**config.mk**
```make
export PLATFORM = sky130hd
export DESIGN_NAME = fetch_decode_buffer_flat
export DESIGN_NICKNAME = d
export VERILOG_FILES = /design/src/rtl/fetch_decode_buffer_if.sv /design/src/rtl/fetch_decode_buffer.sv /design/src/flat_wrapper.sv
export SDC_FILE = /design/constraint.sdc
export NUM_CORES = 1
export LEC_CHECK = 0
export BUFFER_PORTS_ARGS = -buffer_cell sky130_fd_sc_hd__buf_2
export CORE_MARGIN = 2
export CORE_UTILIZATION = 46
export CTS_CLUSTER_DIAMETER = 120
export DETAILED_ROUTE_END_ITERATION = 10
export PLACE_DENSITY_LB_ADDON = 0.08
export SLEW_MARGIN = 20
export SYNTH_ARGS = -nofsm -noshare
export SYNTH_HDL_FRONTEND = slang
export SYNTH_SLANG_ARGS = --single-unit
```
**constraint.sdc**
```tcl
create_clock -name clk -period 14.9 [get_ports clk]
set_input_delay 1.49 -clock clk [delete_from_list [all_inputs] [get_ports clk]]
set_output_delay 1.49 -clock clk [all_outputs]
set_load 0.02 [all_outputs]
```
**src/rtl/fetch_decode_buffer_if.sv**
```systemverilog
// Fetch/decode-side signal bundle for the fetch-decode buffer.
// slave = the buffer itself, master = the fetch/decode environment driving it.
interface fetch_decode_buffer_if #(
  parameter int ADDR_W  = 64,
  parameter int INSTR_W = 32,
  parameter int DEPTH   = 2,
  parameter int CNT_W   = 32
);
  logic [ADDR_W-1:0]        if_pc;
  logic [INSTR_W-1:0]       if_instr;
  logic                     if_valid;
  logic                     pc_write;
  logic [ADDR_W-1:0]        id_pc;
  logic [INSTR_W-1:0]       id_instr;
  logic                     id_valid;
  logic                     id_ready;
  logic                     flush;
  logic [$clog2(DEPTH):0]   count;
  logic [CNT_W-1:0]         stall_cycles;

  modport slave (
    input  if_pc, if_instr, if_valid, id_ready, flush,
    output pc_write, id_pc, id_instr, id_valid, count, stall_cycles
  );

  modport master (
    output if_pc, if_instr, if_valid, id_ready, flush,
    input  pc_write, id_pc, id_instr, id_valid, count, stall_cycles
  );
endinterface

```
**src/rtl/fetch_decode_buffer.sv**
```systemverilog
// In-order {PC, instruction} FIFO between fetch and decode; freezes the PC
// when full, drops everything on flush, and counts fetch-stall cycles.
module fetch_decode_buffer #(
  parameter int ADDR_W  = 64,
  parameter int INSTR_W = 32,
  parameter int DEPTH   = 2,
  parameter int CNT_W   = 32
) (
  input  logic                  clk,
  input  logic                  reset,
  fetch_decode_buffer_if.slave  bus
);
  localparam int PTR_W    = (DEPTH > 1) ? $clog2(DEPTH) : 1;
  localparam int CNT_BITS = $clog2(DEPTH) + 1;
  localparam logic [INSTR_W-1:0] NOP = INSTR_W'(32'h0000_0013);

  logic [ADDR_W-1:0]   r_pc    [DEPTH];
  logic [INSTR_W-1:0]  r_instr [DEPTH];
  logic [PTR_W-1:0]    r_wr;
  logic [PTR_W-1:0]    r_rd;
  logic [CNT_BITS-1:0] r_count;
  logic [CNT_W-1:0]    r_stall;

  logic w_full;
  logic w_empty;
  logic w_enq;
  logic w_deq;
  logic w_stall;

  assign w_full  = (r_count == CNT_BITS'(DEPTH));
  assign w_empty = (r_count == '0);
  assign w_enq   = bus.if_valid && !w_full && !bus.flush;
  assign w_deq   = !w_empty && bus.id_ready && !bus.flush;
  // A fetch being redirected by a flush is discarded, not stalled.
  assign w_stall = bus.if_valid && w_full && !bus.flush && (r_stall != '1);

  always_ff @(posedge clk or posedge reset) begin
    if (reset) begin
      for (int i = 0; i < DEPTH; i++) begin
        r_pc[i]    <= '0;
        r_instr[i] <= '0;
      end
      r_wr    <= '0;
      r_rd    <= '0;
      r_count <= '0;
      r_stall <= '0;
    end else begin
      if (w_stall)
        r_stall <= r_stall + CNT_W'(1);
      if (bus.flush) begin
        r_wr    <= '0;
        r_rd    <= '0;
        r_count <= '0;
      end else begin
        if (w_enq) begin
          r_pc[r_wr]    <= bus.if_pc;
          r_instr[r_wr] <= bus.if_instr;
          r_wr          <= r_wr + PTR_W'(1);
        end
        if (w_deq)
          r_rd <= r_rd + PTR_W'(1);
        case ({w_enq, w_deq})
          2'b10:   r_count <= r_count + CNT_BITS'(1);
          2'b01:   r_count <= r_count - CNT_BITS'(1);
          default: r_count <= r_count;
        endcase
      end
    end
  end

  // Head is a plain combinational read; no same-cycle fetch bypass.
  assign bus.pc_write     = !w_full;
  assign bus.id_valid     = !w_empty;
  assign bus.id_pc        = w_empty ? '0  : r_pc[r_rd];
  assign bus.id_instr     = w_empty ? NOP : r_instr[r_rd];
  assign bus.count        = r_count;
  assign bus.stall_cycles = r_stall;
endmodule
```
**src/flat_wrapper.sv**
```systemverilog
// flat-port wrapper written by rule: the top's interface ports become plain ports
module fetch_decode_buffer_flat 
#(
  parameter int ADDR_W  = 64,
  parameter int INSTR_W = 32,
  parameter int DEPTH   = 2,
  parameter int CNT_W   = 32
)
  (clk, reset, bus_if_pc, bus_if_instr, bus_if_valid, bus_id_ready, bus_flush, bus_pc_write, bus_id_pc, bus_id_instr, bus_id_valid, bus_count, bus_stall_cycles);
  fetch_decode_buffer_if #(.ADDR_W(ADDR_W), .INSTR_W(INSTR_W), .DEPTH(DEPTH), .CNT_W(CNT_W)) bus_i ();
  input  logic clk;
  input  logic reset;
  input wire logic [$bits(bus_i.if_pc)-1:0] bus_if_pc;
  input wire logic [$bits(bus_i.if_instr)-1:0] bus_if_instr;
  input wire logic [$bits(bus_i.if_valid)-1:0] bus_if_valid;
  input wire logic [$bits(bus_i.id_ready)-1:0] bus_id_ready;
  input wire logic [$bits(bus_i.flush)-1:0] bus_flush;
  output wire logic [$bits(bus_i.pc_write)-1:0] bus_pc_write;
  output wire logic [$bits(bus_i.id_pc)-1:0] bus_id_pc;
  output wire logic [$bits(bus_i.id_instr)-1:0] bus_id_instr;
  output wire logic [$bits(bus_i.id_valid)-1:0] bus_id_valid;
  output wire logic [$bits(bus_i.count)-1:0] bus_count;
  output wire logic [$bits(bus_i.stall_cycles)-1:0] bus_stall_cycles;
  assign bus_i.if_pc = bus_if_pc;
  assign bus_i.if_instr = bus_if_instr;
  assign bus_i.if_valid = bus_if_valid;
  assign bus_i.id_ready = bus_id_ready;
  assign bus_i.flush = bus_flush;
  assign bus_pc_write = bus_i.pc_write;
  assign bus_id_pc = bus_i.id_pc;
  assign bus_id_instr = bus_i.id_instr;
  assign bus_id_valid = bus_i.id_valid;
  assign bus_count = bus_i.count;
  assign bus_stall_cycles = bus_i.stall_cycles;
  fetch_decode_buffer #(.ADDR_W(ADDR_W), .INSTR_W(INSTR_W), .DEPTH(DEPTH), .CNT_W(CNT_W)) u_core (.clk(clk), .reset(reset), .bus(bus_i));
endmodule
```
==> reports/results.txt, run 1 <==
status: complete, no violations
Routed WL: 22700 um
share of cells above drive strength 1: 47.2%
critical path launch point type: flop
Seq pwr share: 47.3%
routed wire length per instance: 17.4 um
violation count after the first detailed-route iteration: 278
Area growth syn-to-layout: 20.6%
GRT Total Usage: 19.3%
synthesized flop and latch total: 228
Max Buffers Root-to-Sink: 3
die width: 154 um
worst-path cell chain: buf_4, mux2i_1, nor2_1, buf_2
vias: 6791
Root Driver: clkbuf_16
Leak: 5.81 nW
first-pass GRT wire length: 37500 um
Mapped Nets: 892
Post-CTS Resized: 0
part of the Yosys area used for sequential elements: 55.1%
Max Cap Viol: 0
pre-CTS WS: 10960 ps
sw power: 0.496 mW
Power Internal: 1.32 mW
1st-pass router iterations: 4
CP Capture Type: output pin
fmax: 0.224 GHz
Yosys top cell area share: 55.1%
Async SR Flop Fraction: 100%
RSZ-0062 raised after global routing: false
number of port buffers: 232
final setup margin: 10430 ps
CTS Sinks: 228
Fill cells: 1912
dominant cell type by area after synthesis: dfrtp_1
total gr overflow: 0
clk_lat worst skew: 500 ps
final-stage net count: 1113
number of global-route vias before repair: 7066
CTS Hold Bufs: 0
slowest stage delay, CP: 1110 ps
Overall Power: 1.81 mW
Setup-failing EPs final: 0
Cells after Synth: 790
TritonCTS clock tree: done
initial antenna violation count: 6
period utilization: 30.0%
Placed Instance Area: 11700 um2
Final Cell Area: 12500 um2
cell types occupying the most area after synthesis: dfrtp_1 55%, mux2_2 21%, mux2i_1 9.3%
Post-synth EDFFs: 0
max-slew violation count: 0
final core occ: 56.9%
Avg Cell Area, Syn: 13.1 um2
Initial Util: 47.2%
Core Area: 22000 um2
Clock Skew: 12.3 ps
CP Buf/Inv Count: 2
Die Ht: 154 um
clock power share: 32.0%
clock buffer count from CTS: 25
Hold Vio Cnt, Final: 0
Placer Congestion: 0.739
Top delay family on crit path: flip-flops
Slew @ Worst Pin: 1070 ps
Post-CTS Setup Bufs: 0
DRT antenna net count: 0
post-DP HPWL: 15000 um
Yosys cell types: 40
setup TNS: 0 ps
DRC viols: 0
full die area: 23700 um2
Comb pwr share: 20.7%
Critical Path Fanout Max: 57
dominant synthesized flop cell: dfrtp_1
HP Class: reg -> reg
min Tclk post-route: 4470 ps
PwrDens: 145 nW/um2
Post-Syn Area: 10400 um2
switching part of the total: 27.4%
Clock Pin Slew Worst Setup and Hold Paths: 60 ps
H-tree level count: 1
Worst EP required: 13410 ps
relative slew slack: 28.5%
slowest cell on the critical path: dfrtp_4
Synth Warn #: 0
Crit Path Category: reg -> out
most common cell after layout, fill and taps aside: buf_2
most frequent cells in the layout: 232 x buf_2, 227 x dfrtp_1, 193 x mux2_2
vias per cell: 5.19
io pins: 233
largest net degree at the start of global routing: 83
row cnt: 54
maximum VDD drop: 0.107 mV
Worst EP arrival: 2980 ps
## layer usage
metal  global-route usage [%]  vias up  wire (um)  share of wire [%]
met5                        0        -         27               0.12
met4                     4.58        4        437                1.9
met3                     4.17       39       1270                5.6
met2                     32.0      164      10600                 46
met1                     26.2     3388      10400                 46
li1                         -     3196          -                  -
## state kept, by name, indices dropped and copies added, names as in the netlist
signal                   count
u_core.r_pc                128
u_core.r_instr              64
u_core.bus.stall_cycles     32
u_core.bus.count             2
u_core.r_rd                  1
u_core.r_wr                  1
## final cells by class
cell class	count	area (um2)	share of cell area, %
flip-flops and latches	228	5710	45.7
multi-input cells	511	4410	35.3
repair buffers	239	1210	9.72
clock buffers	40	762	6.10
well taps	280	350	2.81
inverters	6	30.0	0.240
diodes	4	10.0	0.0802
clock inverters	1	5.00	0.0401
## cells in the mapped netlist (2+ instances only)
library cell / n
a21oi_1: 2
and3_1: 6
buf_1: 2
buf_2: 21
buf_6: 5
clkbuf_1: 16
dfrtp_1: 228
inv_1: 6
mux2_2: 193
mux2i_1: 96
nand2_1: 20
nand2b_1: 2
nand3_1: 7
nand3_2: 4
nand4_1: 10
nand4b_1: 2
nor2_1: 111
nor3_1: 5
nor4_1: 2
nor4_4: 2
xnor2_1: 21
xor2_1: 11
## power groups by stage
| stage | combinational (mW) | clock (mW) | sequential (mW) |
|---|---|---|---|
| 6_report | 0.376 | 0.579 | 0.857 |
| 5_1_grt | 0.415 | 0.625 | 0.876 |
| 4_1_cts | 0.383 | 0.596 | 0.858 |
| 3_5_place_dp | 0.382 | 0 | 0.868 |
| 3_3_place_gp | 0.373 | 0 | 0.865 |
| 2_1_floorplan | 0.295 | 0 | 0.837 |
## worst paths after layout
check	slack [ps]	to	cells after the start	startpoint
hold / removal	490	u_core.bus.stall_cycles[17]$_DFFE_PP0P_	1	u_core.bus.stall_cycles[17]$_DFFE_PP0P_
setup / recovery	10430	bus_id_pc[8]	4	u_core.r_rd$_DFFE_PP0P_
max in group asynchronous	12380	u_core.r_rd$_DFFE_PP0P_	3	reset
hold reg to reg	490	u_core.bus.stall_cycles[17]$_DFFE_PP0P_	1	u_core.bus.stall_cycles[17]$_DFFE_PP0P_
min in group asynchronous	1080	u_core.r_pc[23]$_DFFE_PP0P_	2	reset
setup reg to reg	12020	u_core.r_pc[83]$_DFFE_PP0P_	4	u_core.bus.count[0]$_DFFE_PP0P_
## metrics by stage
step,hold WS [ps],instances
floorplan,479,790
global placement,480,1264
detailed placement,484,1264
CTS,494,1305
global route,512,1307
finish,490,1309
## kinds of logic after synthesis
group                      Yosys count  synth area share (%)
adders and majority gates            1                 0.121
muxes                              289                  30.3
buffers and inverters               51                  2.48
DFF                                228                  55.1
AOI/OAI and AO/OA                    8                 0.677
and+or+nand+nor                    181                  8.67
xor gates and xnor gates            32                  2.71
Power figures use the tool's default switching activity.
==> run 2, diff against run 1 <==
==> constraint.sdc (replaced) <==
create_clock -name clk -period 3.7 [get_ports clk]
set_input_delay 0.37 -clock clk [delete_from_list [all_inputs] [get_ports clk]]
set_output_delay 0.37 -clock clk [all_outputs]
set_load 0.02 [all_outputs]
==> run 2 against run 1 <==
- first-iteration DRC count decreased by 19%
- clock skew decreased by 2.4 ps
- sequential cell count unchanged
- sequential power increased to 4.0 times the previous value
- final cell count increased by 0.69%
- utilization increased by 0.93 points
- via count decreased by 0.97%
- routed wire length decreased by 0.83%
- critical path type unchanged
- largest cell class unchanged
==> reports/results.txt, run 2 (synthesis results as in run 1) <==
max FFs per register: 128 (unchanged)
CTS Sinks: 228 (unchanged)
RSZ-0062 raised after global routing: false
Die Ht: 154 um (unchanged)
Initial Util: 47.2% (unchanged)
Core Area: 22000 um2 (unchanged)
Post-CTS Resized: 0 (unchanged)
worst-path cell chain: buf_4, mux2i_1, nor2_1, buf_2
Clock Pin Slew Worst Setup and Hold Paths: 60 ps (about the same)
DRC viols: 0 (unchanged)
share of cells above drive strength 1: 48.0% (+0.80 points)
final-stage net count: 1120 (+0.63%)
fmax: 0.376 GHz
slowest stage delay, CP: 770 ps (-340 ps)
max-slew violation count: 0 (unchanged)
clock power share: 34.1% (+2.1 points)
Crit Path Category: reg -> out
vias: 6725 (-0.97%)
1st-pass router iterations: 4 (unchanged)
Overall Power: 7.54 mW (+320%)
post-DP HPWL: 15100 um (+0.63%)
Routed WL: 22500 um (-0.83%)
CTS Hold Bufs: 1 (+1)
TritonCTS clock tree: done
final setup margin: 1040 ps (-9390 ps)
Seq pwr share: 45.3% (-2.0 points)
most common cell after layout, fill and taps aside: buf_2
number of port buffers: 232 (unchanged)
Placer Congestion: 0.775 (+5.0%)
row cnt: 54 (unchanged)
Max Buffers Root-to-Sink: 3 (unchanged)
CP Buf/Inv Count: 2 (unchanged)
sw power: 2.01 mW (+300%)
Area growth syn-to-layout: 22.5%
Fill cells: 1857 (-2.9%)
GRT Total Usage: 19.1% (-0.28 points)
setup TNS: 0 ps (unchanged)
H-tree level count: 1 (unchanged)
Critical Path Fanout Max: 29 (-49%)
Hold Vio Cnt, Final: 0 (unchanged)
Leak: 5.91 nW (+1.7%)
maximum VDD drop: 0.344 mV (+220%)
HP Class: in -> reg
period utilization: 71.9%
Biggest register: u_core.r_pc
total gr overflow: 0 (unchanged)
Setup-failing EPs final: 0 (unchanged)
die width: 154 um (unchanged)
PwrDens: 594 nW/um2 (+310%)
Worst EP arrival: 2290 ps (-690 ps)
Slew @ Worst Pin: 776 ps (-297 ps)
Clock Skew: 9.89 ps (-2.37 ps)
Max Cap Viol: 0 (unchanged)
initial antenna violation count: 6 (unchanged)
slowest cell on the critical path: dfrtp_4
Comb pwr share: 20.5% (-0.2 points)
Root Driver: clkbuf_16
routed wire length per instance: 17.1 um (-1.5%)
Worst EP required: 3330 ps (-10080 ps)
clock buffer count from CTS: 25 (unchanged)
clk_lat worst skew: 500 ps (about the same)
vias per cell: 5.10 (-1.6%)
first-pass GRT wire length: 36800 um (-1.8%)
most frequent cells in the layout: 232 x buf_2, 227 x dfrtp_1, 193 x mux2_2
Top delay family on crit path: flip-flops
pre-CTS WS: 1470 ps (-9490 ps)
critical path launch point type: flop
Hold WS: 109 ps (-381 ps)
io pins: 233 (unchanged)
largest net degree at the start of global routing: 69 (-17%)
DRT antenna net count: 0 (unchanged)
Post-CTS Setup Bufs: 0 (unchanged)
number of global-route vias before repair: 6966 (-1.4%)
min Tclk post-route: 2660 ps
status: complete, no violations
CP Capture Type: output pin
switching part of the total: 26.6% (-0.78 points)
relative slew slack: 48.3% (+20 points)
Power Internal: 5.54 mW (+320%)
violation count after the first detailed-route iteration: 224 (-19%)
full die area: 23700 um2 (unchanged)
run 2: cell count changes in the layout (fill, tap and decap cells not counted), sizes merged, moves of 2 or more:
| cell | change |
|---|---|
| buf | +6 |
| clkbuf | -3 |
| clkinv | +2 |
| bufinv | +3 |
| clkinvlp | +2 |
run 2: through the flow:
stage                     std cells  utilization, %  area [um2]
after global placement         1270            53.7       11800
after CTS                      1315            57.8       12700
after detailed placement       1270            53.7       11800
final                          1318            57.8       12700
after global routing           1317            57.8       12700
after floorplan                 790               -       10400
run 2: power groups by stage:
stage,combinational (mW),sequential [mW],clock (mW)
after CTS,1.58,3.42,2.66
after global routing,1.71,3.50,2.76
final,1.55,3.42,2.58
after global placement,1.53,3.45,0
after floorplan,1.19,3.37,0
after detailed placement,1.57,3.46,0
run 2: area by class of cell:
cell class	count	area [um2]	area share, %
clock buffer	37	761	5.99
tap	280	350	2.76
sequential	228	5710	45.0
timing repair buffer	246	1320	10.4
antenna	3	7.51	0.0591
multi-input combinational	511	4410	34.7
clock inverter	7	113	0.887
inverter	6	26.3	0.207
run 2: metal layers:
| metal | up-vias | GRT usage [%] | wire length (um) |
|---|---|---|---|
| li1 | 3221 | - | - |
| met1 | 3306 | 26.2 | 10300 |
| met2 | 165 | 30.3 | 10200 |
| met3 | 27 | 5.24 | 1600 |
| met4 | 6 | 4.49 | 350 |
| met5 | - | 0 | 38 |
run 2: worst paths after layout:
check / startpoint / endpoint / slack (ps) / cells after the start
setup / recovery: u_core.r_rd$_DFFE_PP0P_ / bus_id_pc[33] / 1040 / 4
max in group asynchronous: reset / u_core.r_pc[50]$_DFFE_PP0P_ / 2250 / 4
hold reg to reg: u_core.bus.stall_cycles[17]$_DFFE_PP0P_ / u_core.bus.stall_cycles[17]$_DFFE_PP0P_ / 500 / 1
hold / removal: bus_if_pc[46] / u_core.r_pc[46]$_DFFE_PP0P_ / 110 / 2
min in group asynchronous: reset / u_core.r_pc[30]$_DFFE_PP0P_ / 520 / 3
setup reg to reg: u_core.bus.count[0]$_DFFE_PP0P_ / u_core.r_instr[61]$_DFFE_PP0P_ / 1460 / 4
